===== config.mk =====
export PLATFORM = sky130hd
export DESIGN_NAME = seg_scan_mux
export DESIGN_NICKNAME = d
export VERILOG_FILES = /design/src/rtl/seg_scan_pkg.sv /design/src/rtl/seg_scan_tick.sv /design/src/rtl/seg_scan_mux.sv
export SDC_FILE = /design/constraint.sdc
export NUM_CORES = 1
export LEC_CHECK = 0
export ABC_AREA = 1
export BUFFER_PORTS_ARGS = -buffer_cell sky130_fd_sc_hd__buf_2
export CORE_MARGIN = 3
export CORE_UTILIZATION = 25
export CTS_CLUSTER_DIAMETER = 200
export DETAILED_ROUTE_END_ITERATION = 8
export PLACE_DENSITY_LB_ADDON = 0.2
export SKIP_LAST_GASP = 1
export SYNTH_ARGS = -nofsm -noshare
export SYNTH_HDL_FRONTEND = slang
export SYNTH_SLANG_ARGS = --single-unit

===== constraint.sdc =====
create_clock -name clk -period 2.05 [get_ports clk]
set_input_delay 0.1025 -clock clk [delete_from_list [all_inputs] [get_ports clk]]
set_output_delay 0.1025 -clock clk [all_outputs]
set_load 0.005 [all_outputs]

===== src/rtl/seg_scan_pkg.sv =====
// Shared types and constants for the seg_scan_mux display scanner.
package seg_scan_pkg;

    typedef enum logic [1:0] {
        IDLE  = 2'd0,
        BLANK = 2'd1,
        SHOW  = 2'd2
    } state_t;

    // Wide enough for any practical digit count; callers take the low bits.
    localparam logic [31:0] ANODE_OFF = '1;
    localparam logic [3:0]  BCD_ZERO  = 4'h0;

endpackage


===== src/rtl/seg_scan_tick.sv =====
// Scan prescaler: one-cycle tick every TICK_DIV clocks while en is high.
module seg_scan_tick #(
    parameter int TICK_DIV = 100
) (
    input  logic clk,
    input  logic reset,
    input  logic en,
    output logic tick
);
    localparam int CW = (TICK_DIV > 1) ? $clog2(TICK_DIV) : 1;
    localparam logic [CW-1:0] LAST = CW'(TICK_DIV - 1);

    logic [CW-1:0] count;

    always_ff @(posedge clk or posedge reset) begin
        if (reset) begin
            count <= '0;
        end else if (!en || count == LAST) begin
            count <= '0;
        end else begin
            count <= count + CW'(1);
        end
    end

    assign tick = en && (count == LAST);

endmodule


===== src/rtl/seg_scan_mux.sv =====
// Time-multiplexed common-anode 7-segment scan driver with per-digit dead-time.
// Optional leading-zero blanking is enabled by defining SEG_SCAN_LZB_EN.
module seg_scan_mux
    import seg_scan_pkg::*;
#(
    parameter int NUM_DIGITS  = 4,
    parameter int TICK_DIV    = 100,
    parameter int ON_TICKS    = 240,
    parameter int BLANK_TICKS = 10
) (
    input  logic                          clk,
    input  logic                          reset,
    input  logic                          en,
    input  logic [4*NUM_DIGITS-1:0]       digits,
    input  logic [NUM_DIGITS-1:0]         blank_mask,
    output logic [3:0]                    number,
    output logic [NUM_DIGITS-1:0]         an,
    output logic [$clog2(NUM_DIGITS)-1:0] digit_idx,
    output logic                          frame_done
);
    localparam int IW   = $clog2(NUM_DIGITS);
    localparam int MAXT = (ON_TICKS > BLANK_TICKS) ? ON_TICKS : BLANK_TICKS;
    localparam int TW   = $clog2(MAXT + 1);
    localparam logic [TW-1:0] BLANK_LAST = TW'(BLANK_TICKS - 1);
    localparam logic [TW-1:0] ON_LAST    = TW'(ON_TICKS - 1);
    localparam logic [IW-1:0] IDX_LAST   = IW'(NUM_DIGITS - 1);
    localparam logic [NUM_DIGITS-1:0] AN_OFF = ANODE_OFF[NUM_DIGITS-1:0];

    state_t                  state;
    logic                    tick;
    logic [TW-1:0]           tick_count;
    logic [4*NUM_DIGITS-1:0] lat_digits;
    logic [NUM_DIGITS-1:0]   lat_mask;
    logic [NUM_DIGITS-1:0]   next_mask;
    logic [IW-1:0]           next_idx;
    logic [3:0]              next_number;
    logic [NUM_DIGITS-1:0]   show_an;

    // The prescaler free-runs from en, so the first BLANK after IDLE can be
    // shorter than later ones; every subsequent period is tick-aligned.
    seg_scan_tick #(
        .TICK_DIV (TICK_DIV)
    ) u_tick (
        .clk   (clk),
        .reset (reset),
        .en    (en),
        .tick  (tick)
    );

`ifdef SEG_SCAN_LZB_EN
    // A digit is a leading zero when it and every digit above it are zero.
    always_comb begin
        logic lead;
        next_mask = blank_mask;
        lead      = 1'b1;
        for (int k = NUM_DIGITS - 1; k >= 1; k--) begin
            lead = lead && (digits[4*k +: 4] == BCD_ZERO);
            if (lead) next_mask[k] = 1'b1;
        end
    end
`else
    assign next_mask = blank_mask;
`endif

    assign next_idx    = digit_idx + IW'(1);
    assign next_number = lat_digits[4*next_idx +: 4];

    always_comb begin
        show_an = AN_OFF;
        if (!lat_mask[digit_idx]) show_an[digit_idx] = 1'b0;
    end

    always_ff @(posedge clk or posedge reset) begin
        if (reset) begin
            state      <= IDLE;
            tick_count <= '0;
            an         <= AN_OFF;
            number     <= BCD_ZERO;
            digit_idx  <= '0;
            frame_done <= 1'b0;
            lat_digits <= '0;
            lat_mask   <= '0;
        end else begin
            frame_done <= 1'b0;
            if (!en) begin
                state      <= IDLE;
                tick_count <= '0;
                an         <= AN_OFF;
            end else begin
                case (state)
                    IDLE: begin
                        state      <= BLANK;
                        tick_count <= '0;
                        an         <= AN_OFF;
                        digit_idx  <= '0;
                        lat_digits <= digits;
                        lat_mask   <= next_mask;
                        number     <= digits[3:0];
                    end
                    BLANK: begin
                        if (tick) begin
                            if (tick_count == BLANK_LAST) begin
                                state      <= SHOW;
                                tick_count <= '0;
                                an         <= show_an;
                            end else begin
                                tick_count <= tick_count + TW'(1);
                            end
                        end
                    end
                    SHOW: begin
                        if (tick) begin
                            if (tick_count == ON_LAST) begin
                                state      <= BLANK;
                                tick_count <= '0;
                                an         <= AN_OFF;
                                if (digit_idx == IDX_LAST) begin
                                    // Frame boundary: re-latch so the next frame is coherent.
                                    frame_done <= 1'b1;
                                    digit_idx  <= '0;
                                    lat_digits <= digits;
                                    lat_mask   <= next_mask;
                                    number     <= digits[3:0];
                                end else begin
                                    digit_idx  <= next_idx;
                                    number     <= next_number;
                                end
                            end else begin
                                tick_count <= tick_count + TW'(1);
                            end
                        end
                    end
                    default: begin
                        state <= IDLE;
                        an    <= AN_OFF;
                    end
                endcase
            end
        end
    end

endmodule


== Word level (Yosys, flattened, before mapping) ==
Index checks and enable logic that the tools add are counted.

* Input port bits: 23
* Logic and storage cells: 85
* Flip-flop bits (word level): 48

* Reductions and logical operators: 10
* Equality and inequality tests: 14
* Add/subtract/negate cells: 3
* Order comparisons: 2
* Muxes and demuxes: 45
* Shifts and indexed selects: 1
* Bitwise gates (word level): 1

{| class="wikitable"
|+ Operator list
! cell !! count
|-
| 16-bit two-way mux || 3
|-
| 4-bit two-way mux || 12
|-
| 8-bit two-way mux || 5
|-
| 16-bit one-hot mux with 2 select lines || 1
|-
| 4-bit one-hot mux with 2 select lines || 3
|-
| 8-bit one-hot mux with 3 select lines || 1
|-
| 2-bit two-way mux || 8
|-
| 16-bit by 5-bit indexed part select with 4-bit output || 1
|-
| 3-bit inequality test (second input constant) || 4
|-
| 8-bit by 1-bit adder with 8-bit output (second input constant) || 1
|-
| 8-bit by 4-bit equality test with 1-bit output (second input constant) || 1
|-
| 8-bit equality test (second input constant) || 1
|-
| 4-bit AND reduction || 2
|-
| 7-bit by 1-bit adder with 7-bit output (second input constant) || 1
|-
| 7-bit equality test (second input constant) || 1
|-
| 1-bit two-way mux || 7
|-
| 7-bit two-way mux || 1
|-
| 2-bit inequality test (second input constant) || 3
|-
| 2-bit one-hot mux with 3 select lines || 1
|-
| 5-bit AND reduction || 1
|-
| 2-bit equality test (second input constant) || 2
|-
| 4-bit by 1-bit inequality test with 1-bit output (second input constant) || 1
|-
| 4-bit inverter || 1
|-
| 2-bit one-hot mux with 2 select lines || 1
|-
| other kinds (12) || 13
|}

== Logic depth before layout (Yosys ltp) ==
* Depth in word-level cells: 10
* Gate-level depth with buffers: 10
* Gate-level depth less buffers: 10

== Modules after synthesis ==
Synthesis repeated with hierarchy kept, for this count alone.

* Cells, all modules: 332
* Area total of the unflattened synthesis: 2683.8 µm²

{| class="wikitable"
|+ By module, submodules not included
! module !! area an instance (µm²) !! instances !! cells each
|-
| seg_scan_mux || 2316.0 || 1 || 287
|-
| seg_scan_tick || 367.9 || 1 || 45
|}

== Worst setup path after synthesis ==
Ideal clock, no wire load.

* Kind: register -> register
* Start: register digit_idx[0]
* End: register number[0]
* Path slack: 384 ps
* Arrival time: 1550 ps
* Data required time: 1933 ps
* Cell stages (with the launch flop): 10
* Path through: dfrtp_1 > inv_1 > clkbuf_1 > ha_1 > inv_1 > nand3_1 > nand3_1 > nand2_1 > nand3_1 > nand2_1

* Word-level cells in the longest chain between the ends: 6
* Elaborated cells between the ends (all ways): 7
* Those cells by class: add/sub (1); eq/ne (1); shift (1); mux (4)

{| class="wikitable"
|+ Ends and longest elaborated chain
! item !! RTL line !! source
|-
| start: declaration || seg_scan_mux.sv:18 || <nowiki>output logic [$clog2(NUM_DIGITS)-1:0] digit_idx,</nowiki>
|-
| start signal: assignment || seg_scan_mux.sv:125 || <nowiki>digit_idx <= next_idx;</nowiki>
|-
| 2-bit by 1-bit adder with 2-bit output || seg_scan_mux.sv:65 || <nowiki>assign next_idx = digit_idx + IW'(1);</nowiki>
|-
| 16-bit by 5-bit indexed part select with 4-bit output || seg_scan_mux.sv:66 || <nowiki>assign next_number = lat_digits[4*next_idx +: 4];</nowiki>
|-
| 4-bit two-way mux (*) || seg_scan_mux.sv:117 || <nowiki>if (digit_idx == IDX_LAST) begin</nowiki>
|-
| 4-bit two-way mux (*) || seg_scan_mux.sv:113 || <nowiki>if (tick_count == ON_LAST) begin</nowiki>
|-
| 4-bit two-way mux (*) || seg_scan_mux.sv:112 || <nowiki>if (tick) begin</nowiki>
|-
| 4-bit one-hot mux with 2 select lines (*) || seg_scan_mux.sv:90 || <nowiki>case (state)</nowiki>
|-
| end signal: assignment || seg_scan_mux.sv:98 || <nowiki>number <= digits[3:0];</nowiki>
|-
| end signal: assignment || seg_scan_mux.sv:123 || <nowiki>number <= digits[3:0];</nowiki>
|-
| end signal: assignment || seg_scan_mux.sv:126 || <nowiki>number <= next_number;</nowiki>
|-
| end: declaration || seg_scan_mux.sv:16 || <nowiki>output logic [3:0] number,</nowiki>
|}

Every way passes the cells marked *; elsewhere a longest branch is shown, timed or not. The select of a mux whose other input is x is not followed.
A chain may end at the register's enable or synchronous reset.

== Worst setup path after layout ==
* Start: register state[0]
* End: register tick_count[3]

* Word-level cells in the longest chain between the ends: 3
* Elaborated cells between the ends (all ways): 9
* Those cells by class: eq/ne (5); mux (2); reduce/logical (2)

{| class="wikitable"
|+ Ends and longest elaborated chain
! item !! RTL line !! source
|-
| start: declaration || seg_scan_mux.sv:29 || <nowiki>state_t state;</nowiki>
|-
| start signal: assignment || seg_scan_mux.sv:75 || <nowiki>state <= IDLE;</nowiki>
|-
| start signal: assignment || seg_scan_mux.sv:86 || <nowiki>state <= IDLE;</nowiki>
|-
| start signal: assignment || seg_scan_mux.sv:92 || <nowiki>state <= BLANK;</nowiki>
|-
| 2-bit equality test, or another cell as far along || seg_scan_mux.sv:90 ||
|-
| 4-bit by 1-bit inequality test with 1-bit output (no line), or another cell as far along || - ||
|-
| 3-bit AND reduction (no line) or 8-bit two-way mux (tied branches) || - ||
|-
| end signal: assignment || seg_scan_mux.sv:107 || <nowiki>tick_count <= tick_count + TW'(1);</nowiki>
|-
| end signal: assignment || seg_scan_mux.sv:129 || <nowiki>tick_count <= tick_count + TW'(1);</nowiki>
|-
| end: declaration || seg_scan_mux.sv:31 || <nowiki>logic [TW-1:0] tick_count;</nowiki>
|}

Several ways; a longest one is shown, not always the timed one.

==> impl_metrics.csv <==
group,metric,value,unit
worst_setup_path,cp_slowest_stage_delay,390,ps
worst_setup_path,crit_buf_inv,2,
yosys,async_flop_share,1.000,
sta,rsz0062_at_grt,"no",
layout,n_fill_cell,1178,
global_route,antenna_found_initial,0,
worst_setup_path,cp.required,2240,ps
detailed_routing,via_per_inst,4.466,
pwr,p_per_area,1238,mW/mm^2
floorplan,initial_core_util,0.2620,
clock_tree,clkLatencyLatePin,310,ps
sta,setup-violations-final,0,
clock_tree,clockBufferDepth,2,
pwr,pwr-share-clk,0.144,
global_route,grt_start_max_net_pins,25,
detailed_routing,remaining_drc_errors,0,
yosys,synth_fa_ha_area_frac,0.04525,
pwr,power_leakage,1.601,nW
placed_design,globalplace.congestion,0.7983,
global_route,gr-usage-all-layers,0.1083,
global_route,overflow,0,
sta,clock.fmax,0.5905,GHz
placed_design,io_buffers,33,
sta,tns,0,ps
detailed_routing,wl_per_cell,12.64,microns
worst_setup_path,endpoint_kind,"flop",
clock_tree,cts_sinks,48,
detailed_routing,num_vias,2340,
yosys,synthMuxAreaShare,0,
pwr,report.power.total,3.919,mW
pwr,ir_drop,0.0004622,V
yosys,synth_top_area_share,0.3982,
yosys,synth_area_per_cell,7.900,sq um
yosys,yosysWarnings,0,
layout,multi_input_area,0.001336,sq mm
yosys,synthCells,350,
floorplan,ios,34,
detailed_routing,drt_iter0_drc,88,
detailed_routing,wirelength,6.622,mm
run,cap_violations,0,
layout,fin_nets,420,
layout,syn_to_final_growth,14.52,%
yosys,yosys.area.top_type,"dfrtp_1",
yosys,synth_area,0.002765,sq mm
clock_tree,ctsHoldBuffers,1,
sta,finalCritPeriodShare,0.8261,
clock_tree,h-tree-depth,2,
global_route,grt_pass1_vias,2273,
worst_hold_path,min_path_type,"input port to flop",
clock_tree,cts-root-buf,"clkbuf_8",
sta,final_max_slew_viol_count,0,
sta,setup_slack,356.5,ps
pwr,combPwrFrac,0.487,
outcome,run_status,"finished, final reports clean",
clock_tree,cts_made_buffers,5,
worst_setup_path,critPathKind,"flop to flop",
sta,skew,14.80,ps
worst_setup_path,crit_family,"simple AND/OR/NAND/NOR gates",
sta,whs,36.03,ps
worst_setup_path,crit_top_cell,"nand2_2",
layout,n_antenna_cell,0,
worst_setup_path,crit_fanout,15,
yosys,ys_seq_elements,48,
yosys,synth.area.top_cells,"dfrtp_1 (40%), nand2_1 (16%), nand3_1 (7.1%), nand4_1 (5.9%), ha_1 (4.5%)",
floorplan,core-area,0.01056,sq mm
yosys,synth_flop_cell,"dfrtp_1",
sta,hold_viol,0,
floorplan,chipHeight,111.2,microns
global_route,grt_first_pass_wirelength,11.16,mm
sta,worst_pin_slew,696.9,ps
layout,drive_above_1_share,0.1856,
worst_setup_path,cp_data_arrival_time,1880,ps
worst_setup_path,worstPathCellList,"inv_1 > ha_1 > inv_4 > nand2_2 > nand3_4 > nand2_2 > a21oi_1 > nor2_1",
clock_tree,cts_tree,"yes",
yosys,synth_top_family_by_area,"simple AND/OR/NAND/NOR gates",
worst_setup_path,start_kind,"flop",
placed_design,place_hpwl,4.898,mm
detailed_routing,drtPass1Iterations,4,
worst_setup_path,critPathSlowestCell,"dfrtp_1",
sta,max-slew-margin-rel,0.5319,
floorplan,rows,37,
clock_tree,cts_setup_buffers,0,
pwr,p_int,2.161,mW
floorplan,die-area,0.01236,sq mm
pwr,seq_power_share,0.369,
yosys,synthDistinctLibCells,33,
yosys,synth_nets,383,
pwr,switchingPower,1.758,mW
yosys,synth_edf_count,0,
sta,fin_crit,1694,ps
yosys,synth_compound_area_frac,0.06516,
yosys,synthXorXnorAreaFrac,0.006335,
placed_design,dp_slack,367.0,ps
layout,ff_latch_area,0.001206,sq mm
floorplan,fp.dieW,111.2,microns
yosys,synthSimpleGateAreaFrac,0.3665,
clock_tree,ctsResizeCount,0,
clock_tree,clk_pin_slew,100,ps
detailed_routing,ant_nets,0,
yosys,yosysSeqAreaShare,0.4362,
pwr,sw_frac_of_total,0.4485,
-- area by class of cell --
class	count	share of cell area
well taps	136	0.05373
clock inverters	1	0.001580
multi-input cells	256	0.4220
repair buffers	44	0.07902
inverters	32	0.03872
flip-flops and latches	48	0.3809
clock buffers	7	0.02410
-- layout by cell type (no fill, tap or decap), types with 2 or more instances in the layout --
cell,synthesis,layout
a21oi_1,4,4
buf_2,2,33
buf_4,2,10
clkbuf_1,4,2
clkbuf_8,0,5
dfrtp_1,44,44
dfstp_2,4,4
ha_1,10,10
inv_1,28,27
inv_2,2,3
nand2_1,115,115
nand2_2,4,4
nand2_4,2,2
nand3_1,39,39
nand3_4,2,2
nand4_1,26,26
nor2_1,16,16
nor2_2,2,2
nor3_1,2,2
o21ai_0,17,17
o21ai_1,8,8
-- sequential cells by signal (all words and copies together), names as in the netlist --
| signal | flops |
|---|---|
| state | 2 |
| frame_done | 1 |
| tick_count | 8 |
| u_tick.count | 7 |
| lat_digits | 16 |
| digit_idx | 2 |
| an | 4 |
| number | 4 |
| lat_mask | 4 |
-- worst min-delay path, delay by kind of cell --
kind | cells | cell delay (ps)
buffers and inverters | 1 | 70
AND/OR/NAND/NOR | 2 | 140
-- routing by layer --
layer	vias to the layer above	GRT usage	share of wire
met1	1069	0.1517	0.50
met5	-	0	0
met3	9	0.01801	0.035
met4	0	0.03406	0.014
li1	1218	-	-
met2	44	0.1705	0.45
-- worst paths after layout --
kind / from / to / slack, ps / cells after the start
max: state[0] / tick_count[3] / 360 / 8
min: digits[15] / lat_digits[15] / 40 / 3
max reg2reg: state[0] / tick_count[3] / 360 / 8
min reg2reg: an[2] / an[2] / 470 / 2
max in group asynchronous: reset / an[0] / 1140 / 4
min in group asynchronous: reset / number[3] / 280 / 3
-- synthesized netlist by cell type, types with 2 or more instances --
cell type  number
nand4_1        26
dfstp_2         4
buf_2           2
buf_4           2
clkbuf_1        4
nor3_1          2
ha_1           10
nand2_4         2
inv_1          28
nor2_2          2
nor2_1         16
buf_6           5
dfrtp_1        44
nand3_4         2
o21ai_1         8
nand2_1       115
a21oi_1         4
nand3_1        39
inv_2           2
o21ai_0        17
nand2_2         4
-- through the flow --
stage,utilization,cells,area [sq um]
floorplan,-,350,2765
global placement,0.2914,515,3075
detailed placement,0.2914,515,3075
CTS,0.3000,524,3167
global route,0.3000,524,3167
finish,0.3000,524,3167
-- power groups by stage --
stage | combinational, mW | clock, mW | sequential (mW)
2_1_floorplan | 1.48 | 0 | 1.42
3_3_place_gp | 1.93 | 0 | 1.46
3_5_place_dp | 1.93 | 0 | 1.47
4_1_cts | 1.94 | 0.598 | 1.45
5_1_grt | 2.18 | 0.631 | 1.49
6_report | 1.91 | 0.563 | 1.45
-- logic make-up (layout without fill, tap and decap cells) --
logic type	count (synthesis)	in the layout
AND/OR/NAND/NOR	213	213
flip-flops	48	48
buffers and inverters	46	84
AO/OA/AOI/OAI	31	31
adder cells (fa/ha/maj)	10	10
XOR/XNOR	2	2
Power figures use the tool's default switching activity.
